[src/rtl/conv33_window_gen.sv]
// 3x3 sliding-window generator: raster pixel stream in, registered 3x3 taps plus a
// one-cycle conv33_en strobe out for every unpadded window of an IMG_H x IMG_W frame.
module conv33_window_gen #(
  parameter int DATA_WIDTH = 8,
  parameter int IMG_W      = 28,
  parameter int IMG_H      = 28,
  parameter int CNT_W      = 5
) (
  input  logic                         clk,
  input  logic                         rst,
  input  logic                         frame_start,
  input  logic signed [DATA_WIDTH-1:0] pix_in,
  input  logic                         pix_valid,
  output logic                         busy,
  output logic signed [DATA_WIDTH-1:0] data_0_0,
  output logic signed [DATA_WIDTH-1:0] data_0_1,
  output logic signed [DATA_WIDTH-1:0] data_0_2,
  output logic signed [DATA_WIDTH-1:0] data_1_0,
  output logic signed [DATA_WIDTH-1:0] data_1_1,
  output logic signed [DATA_WIDTH-1:0] data_1_2,
  output logic signed [DATA_WIDTH-1:0] data_2_0,
  output logic signed [DATA_WIDTH-1:0] data_2_1,
  output logic signed [DATA_WIDTH-1:0] data_2_2,
  output logic                         conv33_en,
  output logic [CNT_W-1:0]             win_row,
  output logic [CNT_W-1:0]             win_col,
  output logic                         frame_done
);

  localparam int AW = (IMG_W > 1) ? $clog2(IMG_W) : 1;

  typedef enum logic [1:0] {IDLE, RUN, DONE} state_t;

  state_t                               state_q, state_d;
  logic                                 accept;
  logic [CNT_W-1:0]                     row_q, row_d, col_q, col_d;
  logic                                 last_col, last_row, emit;
  logic [AW-1:0]                        lb_idx;
  logic [DATA_WIDTH-1:0]                lb0_mem [IMG_W];
  logic [DATA_WIDTH-1:0]                lb1_mem [IMG_W];
  logic [2:0][2:0][DATA_WIDTH-1:0]      sr_q, sr_d;
  logic [2:0][2:0][DATA_WIDTH-1:0]      tap_q, tap_d;
  logic                                 en_q, en_d, done_q, done_d;
  logic [CNT_W-1:0]                     win_row_q, win_row_d, win_col_q, win_col_d;

  always_ff @(posedge clk) begin
    if (!rst) state_q <= IDLE;
    else      state_q <= state_d;
  end

  always_comb begin
    state_d = state_q;
    case (state_q)
      IDLE:    if (frame_start) state_d = RUN;
      RUN:     if (accept && last_row && last_col) state_d = DONE;
      DONE:    state_d = IDLE;
      default: state_d = IDLE;
    endcase
  end

  always_comb begin
    busy   = (state_q == RUN);
    accept = busy && pix_valid;
  end

  assign last_col = (col_q == CNT_W'(IMG_W - 1));
  assign last_row = (row_q == CNT_W'(IMG_H - 1));
  assign lb_idx   = col_q[AW-1:0];
  // Columns 0-1 only prime the shift register, so a window never straddles a row edge.
  assign emit     = accept && (row_q >= CNT_W'(2)) && (col_q >= CNT_W'(2));

  always_comb begin
    row_d = row_q;
    col_d = col_q;
    if (state_q != RUN) begin
      row_d = '0;
      col_d = '0;
    end else if (accept) begin
      if (last_col) begin
        col_d = '0;
        row_d = last_row ? '0 : row_q + CNT_W'(1);
      end else begin
        col_d = col_q + CNT_W'(1);
      end
    end
  end

  always_comb begin
    sr_d = sr_q;
    if (accept) begin
      for (int r = 0; r < 3; r++) begin
        sr_d[r][0] = sr_q[r][1];
        sr_d[r][1] = sr_q[r][2];
      end
      sr_d[0][2] = lb0_mem[lb_idx];
      sr_d[1][2] = lb1_mem[lb_idx];
      sr_d[2][2] = pix_in;
    end
  end

  // Output taps are a separate bank so they hold while the shift register keeps priming.
  always_comb begin
    tap_d     = emit ? sr_d : tap_q;
    win_row_d = emit ? row_q - CNT_W'(2) : win_row_q;
    win_col_d = emit ? col_q - CNT_W'(2) : win_col_q;
    en_d      = emit;
    done_d    = accept && last_row && last_col;
  end

  always_ff @(posedge clk) begin
    if (!rst) begin
      row_q     <= '0;
      col_q     <= '0;
      sr_q      <= '0;
      tap_q     <= '0;
      win_row_q <= '0;
      win_col_q <= '0;
      en_q      <= 1'b0;
      done_q    <= 1'b0;
    end else begin
      row_q     <= row_d;
      col_q     <= col_d;
      sr_q      <= sr_d;
      tap_q     <= tap_d;
      win_row_q <= win_row_d;
      win_col_q <= win_col_d;
      en_q      <= en_d;
      done_q    <= done_d;
    end
  end

  always_ff @(posedge clk) begin
    if (accept) begin
      lb0_mem[lb_idx] <= lb1_mem[lb_idx];
      lb1_mem[lb_idx] <= pix_in;
    end
  end

  assign data_0_0   = tap_q[0][0];
  assign data_0_1   = tap_q[0][1];
  assign data_0_2   = tap_q[0][2];
  assign data_1_0   = tap_q[1][0];
  assign data_1_1   = tap_q[1][1];
  assign data_1_2   = tap_q[1][2];
  assign data_2_0   = tap_q[2][0];
  assign data_2_1   = tap_q[2][1];
  assign data_2_2   = tap_q[2][2];
  assign conv33_en  = en_q;
  assign win_row    = win_row_q;
  assign win_col    = win_col_q;
  assign frame_done = done_q;

endmodule

[config.mk]
export PLATFORM = sky130hd
export DESIGN_NAME = conv33_window_gen
export DESIGN_NICKNAME = d
export VERILOG_FILES = /design/src/rtl/conv33_window_gen.sv
export SDC_FILE = /design/constraint.sdc
export NUM_CORES = 1
export LEC_CHECK = 0
export BUFFER_PORTS_ARGS = -buffer_cell sky130_fd_sc_hd__buf_2
export CELL_PAD_IN_SITES_DETAIL_PLACEMENT = 1
export CELL_PAD_IN_SITES_GLOBAL_PLACEMENT = 1
export CORE_ASPECT_RATIO = 0.8
export CORE_UTILIZATION = 30
export DETAILED_ROUTE_END_ITERATION = 8
export GPL_TIMING_DRIVEN = 0
export MAX_ROUTING_LAYER = met4
export PLACE_DENSITY_LB_ADDON = 0.1
export SLEW_MARGIN = 40
export SYNTH_ARGS = -nofsm -noshare
export SYNTH_HDL_FRONTEND = slang
export SYNTH_SLANG_ARGS = --single-unit
[constraint.sdc]
create_clock -name clk -period 3.1 [get_ports clk]
set_clock_uncertainty 0.05 [all_clocks]
set_input_delay 0.31 -clock clk [delete_from_list [all_inputs] [get_ports clk]]
set_output_delay 0.31 -clock clk [all_outputs]
set_load 0.1 [all_outputs]
==> impl_metrics.ini <==
[synth]
yosys_warnings = 0
synth_edf_count = 448
synthTopCellsByArea = edfxtp_1, dfxtp_1, mux4_2, mux2i_1, nor2_1
synth_top_area_share = 0.5785
synthArstFlopShare = 0
netlist_area_mm2 = 0.02326
synth.yosys.seq_area_share = 0.7274
synth_cells = 1379
synth_area_per_cell_um2 = 16.86
synth_fp_nets = 1401
synth_ff_type = edfxtp_1
synth_top_cell_by_area = edfxtp_1
synth.distinct_cells = 44
yosys_register_bits = 621

[clock_network]
clockRootBuffer = clkbuf_16
cts_buffers = 66
htreeDepth = 3
cts_buffer_depth = 3
cts_tree = built
clk_latency_ns = 0.61
cts_sinks = 621
clk_transition_reported_paths_ns = 0.06

[pwr]
clockPowerShare = 0.449
p_comb_frac = 0.023
p_sw_mw = 3.573
leakagePower_nw = 9.210
power_mw = 16.92
swShare = 0.2112
p_int_mw = 13.35
peakVddDrop_uv = 362.7
p_seq_frac = 0.528
power_density_mw_per_mm2 = 608.4

[timing]
hold_violations = 0
slew_headroom = 0.4477
final_max_slew_viol_count = 0
period_needed_ns = 3.017
setup_viol = 0
fmax_mhz = 331.4
hold-worst-slack_ns = 0.1878
rsz0062_at_grt = yes
tightest_slew_ns = 0.8284
fin_crit_sh = 0.9732
setup_slack_ns = 0.08293

[placement]
pre_cts_ws_ns = -0.4682
port_buffers = 95
hpwl_um = 47480
gp_congestion = 0.7705
dp_cells = 2510

[grt]
grt_pass1_wl_um = 99240
grt_pass1_vias = 13680
grt_antenna_before_repair = 0
overflow = 0
grt_use_met1 = 0.2707
grt_busiest_layer = met1
grt_max_degree = 30
grt_util_met3 = 0.02962
grt_use_met2 = 0.2585
grt_usage = 0.1821

[min_path]
min_path_type = in -> reg
hp-start = pix_in[5]

[flow_run]
maxCapViolations = 0

[critical_path]
critPathMaxFanout = 14
critPathCaptureType = flop
path_buf_inv = 3
start_kind = flop
cp_slowest_cell = mux4_2
critPathRequiredTime_ns = 3.31
critPathArrivalTime_ns = 3.23
max_stage_delay_ns = 0.59
criticalPathCategory = reg -> reg
worstPathCellList = clkbuf_1 -> clkbuf_4 -> mux4_2 -> a21boi_0 -> a211o_2 -> clkinvlp_4
cp_top_family = buffers and inverters

[die]
die_w_um = 313.3
row_count = 90
die_h_um = 251.0
initial_core_util = 0.3060
core_mm2 = 0.07601
die_area_mm2 = 0.07865
io_pins = 97

[drt]
ant_nets = 0
drcViolationCount = 0
wl_per_cell_um = 26.13
dr.pass1.iters = 4
vias_per_cell = 4.976
drtIter0Drc = 1034
vias = 13100
routed_wl_um = 68760

[cells_and_area]
fin_cells = 2632
syn_to_final_growth_pct = 19.57
drive_gt1_frac = 0.2545
nets = 1594

[run_status]
status = finished clean
## cell usage after synthesis, types with 8 or more instances
master,instances
nor2b_1,17
a21oi_1,20
buf_1,10
a211oi_1,71
o21ai_1,24
clkbuf_1,37
nand3_1,28
o21ai_0,8
mux4_2,104
nor2_1,158
nor3_1,13
a211o_1,9
mux2i_1,84
inv_1,16
nand2_1,20
a21boi_0,8
edfxtp_1,448
buf_2,27
o22ai_1,17
ha_1,10
a221oi_1,8
dfxtp_1,173
## kinds of logic after synthesis
kind of cell	count (synthesis)	share of synthesized area
buf+inv	105	0.02276
simple gates	268	0.05176
compound gates	182	0.05396
fa+ha+maj	10	0.005380
xor+xnor	5	0.001883
flops	621	0.7274
mux	188	0.1369
## final timing paths
kind | end | slack [ns] | depth (start not counted)
worst max-delay path | lb0_mem[7][6]$_DFFE_PP_ | 0.08 | 6
worst min-delay path | lb1_mem[8][5]$_DFFE_PP_ | 0.19 | 1
worst max register to register | lb0_mem[7][6]$_DFFE_PP_ | 0.08 | 6
worst min register to register | data_1_2[4]$_SDFFE_PN0P_ | 0.42 | 2
## layout make-up
type / count / area, µm²
plain buffers: 85 / 479.2
inverters: 18 / 92.59
repair inverters: 4 / 30.03
well taps: 1012 / 1266
repair buffers: 123 / 968.4
multi-input cells: 653 / 6030
clock inverters: 19 / 118.9
fillers: 7691 / 48200
diodes: 1 / 2.502
clock buffers: 96 / 1904
flip-flops and latches: 621 / 16920
## sequential cells by signal, summed over array words and instances, names as in the netlist, named ones only
register / count
win_col: 5
state_q: 2
data_1_2: 8
data_1_0: 8
frame_done: 1
lb0_mem: 224
data_0_1: 8
sr_q: 72
row_q: 5
conv33_en: 1
win_row: 5
lb1_mem: 224
data_1_1: 8
col_q: 5
data_0_0: 8
data_2_0: 8
data_0_2: 8
data_2_1: 8
data_2_2: 8
## power by group through the flow
stage / sequential [mW] / clock [mW] / combinational, mW
finish: 8.93 / 7.60 / 0.384
global route: 8.93 / 8.13 / 0.415
global placement: 9.11 / 0 / 0.357
detailed placement: 9.11 / 0 / 0.374
CTS: 8.93 / 7.81 / 0.394
floorplan: 9.10 / 0 / 0.179
## through the flow
stage               setup TNS, ns    util  cell area, µm²
detailed placement         -80.27  0.3373           25640
CTS                             0  0.3655           27780
global placement          -427.94  0.3289           25000
floorplan                       0       -           23260
global route              -0.3254  0.3658           27810
finish                          0  0.3658           27810
## repair_timing
item,4_1_cts,5_1_grt
setup endpoints to repair,243,171
hold buffers,1,0
setup buffers,3,0
cloned,4,0
resized for setup,24,7
endpoints found under the hold margin,1,0
## routing by layer
metal | wire length [µm] | vias up | share of wire
li1 | - | 5784 | -
met1 | 35080 | 6981 | 0.51
met2 | 30000 | 238 | 0.44
met3 | 2398 | 94 | 0.035
met4 | 1278 | 0 | 0.019
met5 | 0 | - | 0
## worst register-to-register path: cells and delay by family (launching register included)
family                 cells  cell delay, ns
buffers and inverters      3            1.04
DFF                        1            0.34
muxes                      1            0.60
AOI/OAI and AO/OA          2            0.64
## layout by cell type, fill, tap and decap left out, types with 17 or more instances in the layout
master	n
edfxtp_1	448
dfxtp_1	173
nor2_1	134
buf_2	116
mux4_2	104
mux2i_1	84
a211oi_1	71
clkbuf_16	70
clkbuf_1	50
nand3_1	28
o21ai_1	24
nor2_4	24
nand2_1	20
a21oi_1	20
nor2b_1	17
buf_8	17
Note: power is estimated with default switching activity, not from simulation.
